===== src/rtl/mask_pkg.sv =====
// Shared types and helpers for the mask decoder.
package mask_pkg;

    typedef enum logic {
        IDLE = 1'b0,
        SCAN = 1'b1
    } state_e;

    localparam int SEQ_WIDTH_DEF    = 20;
    localparam int OFFSET_WIDTH_DEF = 7;

    // Width of a bit index into a vector of w bits (at least one bit).
    function automatic int idx_width(input int w);
        return (w > 1) ? $clog2(w) : 1;
    endfunction

endpackage


===== src/rtl/mask_decode_lsb_find.sv =====
// Lowest-set-bit finder: index of the lowest set bit, any-set flag, at-most-one-set flag.
module lsb_find
    import mask_pkg::*;
#(
    parameter int WIDTH = SEQ_WIDTH_DEF
) (
    input  logic [WIDTH-1:0]            vec,
    output logic [idx_width(WIDTH)-1:0] idx,
    output logic                        any,
    output logic                        single
);

    localparam int IW = idx_width(WIDTH);

    logic found;

    // Priority scan from bit 0 upward; idx stays 0 when vec is empty.
    always_comb begin
        idx   = '0;
        found = 1'b0;
        for (int i = 0; i < WIDTH; i++) begin
            if (vec[i] && !found) begin
                idx   = IW'(i);
                found = 1'b1;
            end
        end
    end

    assign any    = |vec;
    // Clearing the lowest set bit leaves zero exactly when popcount <= 1.
    assign single = ((vec & (vec - WIDTH'(1))) == '0);

endmodule


===== src/rtl/mask_decode.sv =====
// Mask decoder: turns a position mask into one absolute offset per set bit,
// lowest bit first. An empty mask yields a single marker beat (hit=0, last=1).
// Handshake: a transfer happens on a rising edge where valid and ready are both 1;
// the producer holds valid and payload stable until that edge.
module mask_decode
    import mask_pkg::*;
#(
    parameter int SEQ_WIDTH    = SEQ_WIDTH_DEF,
    parameter int OFFSET_WIDTH = OFFSET_WIDTH_DEF
) (
    input  logic                    clk,
    input  logic                    rst_n,
    input  logic                    i_valid,
    output logic                    i_ready,
    input  logic [SEQ_WIDTH-1:0]    i_mask,
    input  logic [OFFSET_WIDTH-1:0] i_base,
    output logic                    o_valid,
    input  logic                    o_ready,
    output logic [OFFSET_WIDTH-1:0] o_offset,
    output logic                    o_hit,
    output logic                    o_last
);

    localparam int IW = idx_width(SEQ_WIDTH);

    state_e                  state_q, state_d;
    logic [SEQ_WIDTH-1:0]    rem_mask_q, rem_mask_d;
    logic [OFFSET_WIDTH-1:0] base_q, base_d;

    logic [IW-1:0]           idx;
    logic                    any;
    logic                    single;
    logic                    scan;

    lsb_find #(
        .WIDTH (SEQ_WIDTH)
    ) u_lsb_find (
        .vec    (rem_mask_q),
        .idx    (idx),
        .any    (any),
        .single (single)
    );

    // Outputs come only from registers; they read as zero outside SCAN.
    assign scan     = (state_q == SCAN);
    assign i_ready  = !scan;
    assign o_valid  = scan;
    assign o_hit    = scan && any;
    assign o_last   = scan && single;
    assign o_offset = scan ? (base_q + OFFSET_WIDTH'(idx)) : '0;

    // Next-state: accept a window in IDLE, retire one hit per accepted beat in SCAN.
    always_comb begin
        state_d    = state_q;
        rem_mask_d = rem_mask_q;
        base_d     = base_q;
        case (state_q)
            IDLE: begin
                if (i_valid) begin
                    rem_mask_d = i_mask;
                    base_d     = i_base;
                    state_d    = SCAN;
                end
            end
            SCAN: begin
                if (o_ready) begin
                    rem_mask_d = rem_mask_q & ~(SEQ_WIDTH'(1) << idx);
                    if (single) begin
                        state_d = IDLE;
                    end
                end
            end
            default: state_d = IDLE;
        endcase
    end

    // State and window registers; reset drops any window in flight.
    always_ff @(posedge clk or negedge rst_n) begin
        if (!rst_n) begin
            state_q    <= IDLE;
            rem_mask_q <= '0;
            base_q     <= '0;
        end else begin
            state_q    <= state_d;
            rem_mask_q <= rem_mask_d;
            base_q     <= base_d;
        end
    end

endmodule


===== config.mk =====
export PLATFORM = sky130hd
export DESIGN_NAME = mask_decode
export DESIGN_NICKNAME = d
export VERILOG_FILES = /design/src/rtl/mask_pkg.sv /design/src/rtl/mask_decode_lsb_find.sv /design/src/rtl/mask_decode.sv
export SDC_FILE = /design/constraint.sdc
export NUM_CORES = 1
export LEC_CHECK = 0
export CORE_MARGIN = 2
export CORE_UTILIZATION = 51
export DETAILED_ROUTE_END_ITERATION = 10
export GPL_ROUTABILITY_DRIVEN = 0
export PLACE_DENSITY_LB_ADDON = 0.12
export REMOVE_ABC_BUFFERS = 1
export SKIP_CTS_REPAIR_TIMING = 1
export SLEW_MARGIN = 20
export SYNTH_ARGS = -nofsm -noshare
export SYNTH_HDL_FRONTEND = slang
export SYNTH_HIERARCHICAL = 1
export SYNTH_SLANG_ARGS = --single-unit

===== constraint.sdc =====
create_clock -name clk -period 4.7 [get_ports clk]
set_clock_uncertainty 0.15 [all_clocks]
set_input_delay 0.94 -clock clk [delete_from_list [all_inputs] [get_ports clk]]
set_output_delay 0.94 -clock clk [all_outputs]
set_load 0.01 [all_outputs]

==> results.cfg, run 1 <==
[finish]
regArea_um2 = 707
multi_input_area_um2 = 1190
n_antenna_cell = 0
fin_area_um2 = 2620
synthToLayoutAreaGrowth_pct = 37.0
final_nets = 327
layout_commonest_cell = o21ai_0
drive_gt1_share_pct = 15.6
fin_util_pct = 72.1
fillers = 322
final_cell_mix = 39 x o21ai_0, 38 x clkdlybuf4s50_1, 31 x nand2_1

[route]
drt_wl_total_mm = 5.50
drtIter0Drc = 226
antenna_left = 0
drc_errors = 0
first_pass_iters = 7
viasPerCell = 6.18
wl_per_cell_um = 16.3
vias = 2082

[synthesis]
ys_ff_latch = 28
synth_edf_count = 0
async_flop_share_pct = 100
synth_cell_types = 46
syn-mean-instance-area_um2 = 8.17
seq_area_frac_synth_pct = 36.6
netlist_instances = 234
synth_area_leaders = dfrtp_1 37%, o21ai_0 10%, nand2_1 6.1%
yosys_warnings = 6
synth_top_area_share_pct = 36.6
synth_area_um2 = 1910
ys_dominant_reg_cell = dfrtp_1
synth_top_area_cell = dfrtp_1

[setup_path]
worstSetupStartpointType = flip-flop
setup.reg_to_reg.worst_slack_ns = 2.02
path_class = flip-flop to output pin
rr_worst_depth = 9
critPathLaunch = rem_mask_q[6]
critPathMaxFanout = 5
timing.critical_path.to_type = output pin
setup.worst_path.end = o_offset[3]
r2r-start = rem_mask_q[6]
r2r_end = rem_mask_q[2]
critPathArrivalTime_ns = 3.53
crit_required_ns = 3.61

[clock_network]
root_buffer = clkbuf_8
numCtsBuffers = 3
clock-sinks = 28
cts_tree = yes
clockBufferDepth = 2
clk_latency_ns = 0.27
clk_pin_slew_ns = 0.10
htreeDepth = 1

[sta]
fin_crit_ns = 4.62
min_period_over_period_pct = 98.3
fmax_ghz = 0.217
finalSetupViolCount = 0
relSlewSlack_pct = 70.1
worstMarginPinSlew_ns = 0.448
fin_ws_ns = 0.0812
drv_slew = 0
hold_viol_final = 0

[global_routing]
antenna_found_initial = 0
overflow = 0
grt_max_degree = 50
grt_first_pass_wirelength_mm = 8.60
grt_pass1_vias = 1903
grtUsageTotal_pct = 25.9

[run]
maxCapViolations = 0

[placed_design]
placed_cell_area_um2 = 2410
detailed_place_hpwl_mm = 3.76
numPortBuffers = 41
dpl_worst_slack_ns = 0.140

[min_path]
hold_class = flip-flop to flip-flop
worstHoldStart = base_q[2]
hold_depth = 1

[floorplan]
core_area_um2 = 3630
io_pins = 42
fp.dieW_um = 65.2
die_area_um2 = 4250
chipHeight_um = 65.2
placementRows = 22
initial_utilization_pct = 52.6

[status]
run_status = complete, no violations
## Yosys cell counts (5+ instances only)
cell,count
a211oi_1,5
a21oi_1,7
dfrtp_1,28
ha_1,5
inv_1,12
mux2_2,5
nand2_1,31
nor2_1,20
nor3_1,8
o21ai_0,39
o31ai_1,6
## critical path, stage by stage (launching register included)
cell and delay (ns):
dfrtp_2 0.46, or4_4 0.59, nor3_4 0.23, nand2b_1 0.13, o211ai_1 0.25, buf_4 0.18, ha_1 0.25, a211o_1 0.29
o211ai_1 0.14, nand2_1 0.09, nor2_1 0.10, clkdlybuf4s50_1 0.54
## final cells by class
| class | instances | area share [%] |
|---|---|---|
| well taps | 48 | 2.29 |
| clock inverters | 1 | 1.15 |
| repair buffers | 58 | 20.8 |
| multi-input cells | 186 | 45.3 |
| clock buffers | 3 | 1.58 |
| inverters | 13 | 1.86 |
| flip-flops and latches | 28 | 27.0 |
## logic make-up (layout without fill, tap and decap cells)
kind of cell	count (synthesis)	count (layout)	synth area share, %
multiplexers	5	5	2.94
AO/OA/AOI/OAI	84	84	28.1
adder cells (fa/ha/maj)	6	6	4.32
buffers and inverters	20	75	4.19
flip-flops	28	28	36.6
AND/OR/NAND/NOR	91	91	23.8
## metrics by stage
| step | hold WS, ns | cells | setup TNS, ns |
|---|---|---|---|
| final | 0.386 | 337 | 0 |
| after global placement | 0.365 | 324 | 0 |
| after CTS | 0.393 | 328 | -0.489 |
| after global routing | 0.429 | 337 | -0.0380 |
| after floorplan | 0.338 | 227 | 0 |
| after detailed placement | 0.369 | 324 | 0 |
## state kept, by name (all words and copies together) (netlist names)
signal      flops
o_valid         1
rem_mask_q     20
base_q          7
## layer usage
metal	vias up	routed length, µm	track usage [%]	share of wire (%)
met5	-	0	0	0
met4	0	161	8.07	2.9
met3	20	465	5.14	8.5
met2	114	2700	44.0	49
met1	965	2170	33.1	40
li1	983	-	-	-
## worst min-delay path by stage
stage               slack (ns)         to
detailed placement        0.37  base_q[2]
global route              0.43  base_q[4]
finish                    0.39  base_q[2]
floorplan                 0.34  base_q[0]
CTS                       0.39  base_q[2]
global placement          0.36  base_q[2]
Power of run 1 is left out: the tool's default activity adds up to more than one toggle a clock period on the data nets, which glitch-free logic cannot reach.
==> inputs of run 2 (changes only) <==
Settings changed: SYNTH_HIERARCHICAL 1 to not set.
==> run 2 against run 1 <==
  * Synthesized area up 4.0%
  * Final cell count is 1.8% higher
  * Sequential share of layout area down 0.50 points
==> results.cfg, run 2 <==
[synthesis]
synth_cell_types = 48
netlist_instances = 241
yosys.area_share.simple_pct = 25.0
synth_xor_area_share_pct = 2.20
async_flop_share_pct = 100
synth_area_um2 = 1990
yosys.area_share.adder_pct = 5.03
synth_top_family_by_area = simple AND/OR/NAND/NOR gates
yosys_warnings = 0
seq_area_frac_synth_pct = 35.2
yosys-top-cells-count = 43 x nand2_1, 28 x dfrtp_1, 28 x o21ai_0, 21 x nor2_1, 14 x a21oi_1
syn-mean-instance-area_um2 = 8.25
synth_area_leaders = dfrtp_1 35%, nand2_1 8.1%, o21ai_0 7.0%
synthMuxAreaShare_pct = 1.51
synth_top_area_share_pct = 35.2
ys_dominant_reg_cell = dfrtp_1
synth_edf_count = 0
ys_ff_latch = 28
synth_top_area_cell = dfrtp_1
synth_compound_gate_area_share_pct = 24.5
yosysMostFrequentCell = nand2_1

[clock_network]
clk_latency_ns = 0.28
clk_pin_slew_ns = 0.10
htreeDepth = 1
clockBufferDepth = 2
root_buffer = clkbuf_8
numCtsBuffers = 3
cts_tree = yes
clock-sinks = 28

[pwr]
ir_worst_vdd_mv = 0.450
leakage_nw = 1.19
power.total_mw = 2.48
cellPowerDensity_nw_per_um2 = 934

[setup_path]
path_class = flip-flop to output pin
critPathMaxFanout = 5
critPathArrivalTime_ns = 3.44
timing.critical_path.to_type = output pin
worstSetupStartpointType = flip-flop
crit_required_ns = 3.61

[status]
run_status = complete, no violations

[global_routing]
overflow = 0
met2_usage_pct = 39.6
grt_use_met1_pct = 34.9
grt_first_pass_wirelength_mm = 8.54
grt_max_degree = 29
grt_pass1_vias = 1810
antenna_found_initial = 0
grt_busiest_layer = met2
grtUsageTotal_pct = 25.2
grtUsageMet3_pct = 4.77

[finish]
final_cell_mix = 43 x nand2_1, 38 x clkdlybuf4s50_1, 27 x o21ai_0
regArea_um2 = 703
regMostFlops = rem_mask_q
n_antenna_cell = 0
multi_input_area_um2 = 1210
drive_gt1_share_pct = 16.6
largest_reg_flops = 20
fillers = 314
synthToLayoutAreaGrowth_pct = 33.5
layout_commonest_cell = nand2_1
final_nets = 332
fin_util_pct = 71.4

[floorplan]
core_area_um2 = 3720
io_pins = 42
chipHeight_um = 66.4
die_area_um2 = 4410
initial_utilization_pct = 53.5
placementRows = 22
fp.dieW_um = 66.4

[placed_design]
numPortBuffers = 41
detailed_place_hpwl_mm = 3.87

[route]
viasPerCell = 5.85
first_pass_iters = 5
drtIter0Drc = 208
drc_errors = 0
wl_per_cell_um = 15.6
drt_wl_total_mm = 5.36
vias = 2005
antenna_left = 0

[sta]
finalSetupViolCount = 0
fmax_ghz = 0.221
relSlewSlack_pct = 55.6
hold_viol_final = 0
tns_ns = 0
drv_slew = 0
fin_crit_ns = 4.53
worstMarginPinSlew_ns = 0.665
min_period_over_period_pct = 96.3

[min_path]
hold_class = flip-flop to flip-flop

[run]
maxCapViolations = 0
==> run 2: power by group <==
part	leakage (nW)	switching, mW	internal, mW	total (mW)
logic	0.795	0.849	0.951	1.80
registers	0.358	0.153	0.335	0.488
clock network	0.0357	0.0773	0.114	0.191
total	1.19	1.08	1.40	2.48
==> run 2: layer usage <==
layer | vias up | wire length, µm
li1 | 980 | -
met1 | 946 | 2440
met2 | 75 | 2560
met3 | 4 | 328
met4 | 0 | 31
met5 | - | 0
==> run 2: stage by stage <==
stage / area, µm² / worst slack [ns] / hold WS [ns] / std cells
finish: 2650 / 0.174 / 0.345 / 343
global route: 2650 / -0.0202 / 0.379 / 343
CTS: 2580 / -0.309 / 0.352 / 340
detailed placement: 2510 / 0.0508 / 0.327 / 336
global placement: 2510 / -0.0185 / 0.311 / 336
floorplan: 1880 / 0.388 / 0.296 / 226
==> run 2: area by class of cell <==
cell class / instances / share of cell area [%]
Clock buffer: 3 / 1.56
Clock inverter: 1 / 1.13
Inverter: 6 / 0.849
Multi-Input combinational cell: 192 / 45.5
Sequential cell: 28 / 26.5
Tap cell: 48 / 2.26
Timing Repair Buffer: 65 / 22.3
==> run 2: worst max-delay path, stage by stage (launching register included) <==
cell and delay [ns]:
dfrtp_1 0.39, or4_1 0.54, buf_4 0.19, nor3_2 0.13, o21ai_0 0.13, o211ai_2 0.19, ha_1 0.26, a21o_1 0.18
a21o_1 0.20, xnor2_1 0.17, xnor2_1 0.13, and2_1 0.13, clkdlybuf4s50_1 0.53
==> run 2: logic make-up after synthesis <==
kind of cell | count (synthesis)
AO/OA/AOI/OAI | 72
XOR/XNOR | 5
adder cells (fa/ha/maj) | 8
buffers and inverters | 21
flip-flops | 28
multiplexers | 3
AND/OR/NAND/NOR | 104
==> run 2: path summary, 6_finish.rpt <==
kind / to / start / slack [ns] / cells after the start
min in group asynchronous: rem_mask_q[9] / rst_n / 0.90 / 2
max in group asynchronous: rem_mask_q[5] / rst_n / 3.22 / 2
worst max register to register: o_valid / rem_mask_q[3] / 2.21 / 7
worst min register to register: base_q[5] / base_q[5] / 0.34 / 2
worst min-delay path: base_q[5] / base_q[5] / 0.34 / 2
worst max-delay path: o_offset[3] / rem_mask_q[3] / 0.17 / 12
Note: power is estimated with default switching activity, not from simulation.
==> inputs of run 3 (changes only) <==
Settings changed: CORE_UTILIZATION 51 to 46, GPL_ROUTABILITY_DRIVEN 0 to 1, MAX_ROUTING_LAYER set to met4.
Clock period 4.7 ns to 3.7 ns, I/O delays scaled along.
==> run 3 against run 2 <==
  * The flow now finishes with violations (setup timing)
  * Clock-buffer cell count grew 1
  * Hold slack lost 0.0026 ns
  * First-iteration DRC count grew 5.8%
  * Sequential power grew 11%
  * Global-route usage grew 1.0 points
  * Largest cell class unchanged
  * Highest routed layer unchanged
==> results.cfg, run 3 (same netlist as run 2, synthesis figures left out) <==
[route]
antenna_left = 0
wl_per_cell_um = 16.3
drt_wl_total_mm = 6.26
drc_errors = 0
viasPerCell = 5.70
drtIter0Drc = 220
vias = 2183
first_pass_iters = 4

[setup_path]
setup.reg_to_reg.worst_slack_ns = 1.03
worstSetupStartpointType = flip-flop
r2r-start = rem_mask_q[0]
critPathLaunch = rem_mask_q[0]
path_class = flip-flop to output pin
crit_required_ns = 2.81
critPathArrivalTime_ns = 3.32
timing.critical_path.to_type = output pin
critPathMaxFanout = 4

[placed_design]
numPortBuffers = 41
dpl_worst_slack_ns = -0.776
detailed_place_hpwl_mm = 4.56
place_congestion = 0.999

[sta]
finalSetupViolCount = 5
relSlewSlack_pct = 72.6
fin_crit_ns = 4.21
worstMarginPinSlew_ns = 0.409
grt_setup_unrepaired = yes
hold_viol_final = 0
fmax_ghz = 0.237
drv_slew = 0
fin_ws_ns = -0.514
min_period_over_period_pct = 114

[status]
run_status = complete, but fails checks
violations = setup timing

[finish]
fin_util_pct = 72.5
synthToLayoutAreaGrowth_pct = 49.1
final_cell_mix = 60 x buf_4, 43 x nand2_1, 32 x clkdlybuf4s50_1
final_nets = 370
drive_gt1_share_pct = 30.0
regMostFlops = rem_mask_q
n_antenna_cell = 0
layout_commonest_cell = buf_4
largest_reg_flops = 20

[clock_network]
root_buffer = clkbuf_8
clock-sinks = 28
htreeDepth = 1
cts_tree = yes
clk_pin_slew_ns = 0.10
clk_latency_ns = 0.28
numCtsBuffers = 3
clockBufferDepth = 2

[floorplan]
core_area_um2 = 4090
placementRows = 23
io_pins = 42
fp.dieW_um = 69.7
chipHeight_um = 69.7
die_area_um2 = 4860
initial_utilization_pct = 48.7

[global_routing]
overflow = 0
grtUsageTotal_pct = 26.2
grt_max_degree = 33
grt_pass1_vias = 2042
grt_first_pass_wirelength_mm = 10.0
antenna_found_initial = 0

[run]
maxCapViolations = 0

[pwr]
cellPowerDensity_nw_per_um2 = 1170
leakage_nw = 1.40
ir_worst_vdd_mv = 0.661

[min_path]
worstHoldStart = base_q[5]
hold_class = flip-flop to flip-flop
==> run 3: metrics by stage <==
step / cells / hold slack [ns] / area, µm² / TNS, ns / power [mW]
6_report: 383 / 0.342 / 2960 / -1.68 / 3.48
3_5_place_dp: 372 / 0.317 / 2770 / -2.84 / 3.08
2_1_floorplan: 226 / 0.294 / 1880 / -0.935 / 1.86
5_1_grt: 383 / 0.363 / 2960 / -2.59 / 3.77
4_1_cts: 376 / 0.342 / 2820 / -5.08 / 3.29
3_3_place_gp: 372 / 0.313 / 2770 / -2.41 / 3.08
==> run 3: per-layer routing <==
metal  track usage, %  share of wire, %
met1             37.1                47
met2             41.1                48
met3             2.62               4.8
met4             5.34              0.91
met5                -                 0
==> run 3: report_power, final <==
part,total (mW),switching (mW),internal [mW]
clock,0.197,0.102,0.0955
combinational,2.74,1.30,1.44
sequential,0.541,0.116,0.426
==> run 3: critical path: stages (launching register included) <==
cell	delay, ns
dfrtp_1	0.42
buf_6	0.13
nor4_4	0.28
nand4_1	0.20
or3_1	0.38
o21ai_2	0.09
a21o_1	0.17
ha_2	0.21
fa_2	0.20
a21o_1	0.12
maj3_2	0.19
a21oi_1	0.07
or3_1	0.31
a21oi_1	0.13
buf_2	0.14
==> run 3: area by class of cell <==
class	instances	area, µm²
repair buffers	103	867
multi-input cells	192	1250
fillers	338	1120
clock buffers	4	55.1
flip-flops and latches	28	702
inverters	6	22.5
well taps	50	62.6
==> run 3: final timing paths <==
path / endpoint / cells past startpoint
min reg2reg: base_q[5] / 2
min in group asynchronous: rem_mask_q[8] / 2
max reg2reg: o_valid / 8
min: base_q[5] / 2
max: o_offset[6] / 14
max in group asynchronous: rem_mask_q[5] / 2
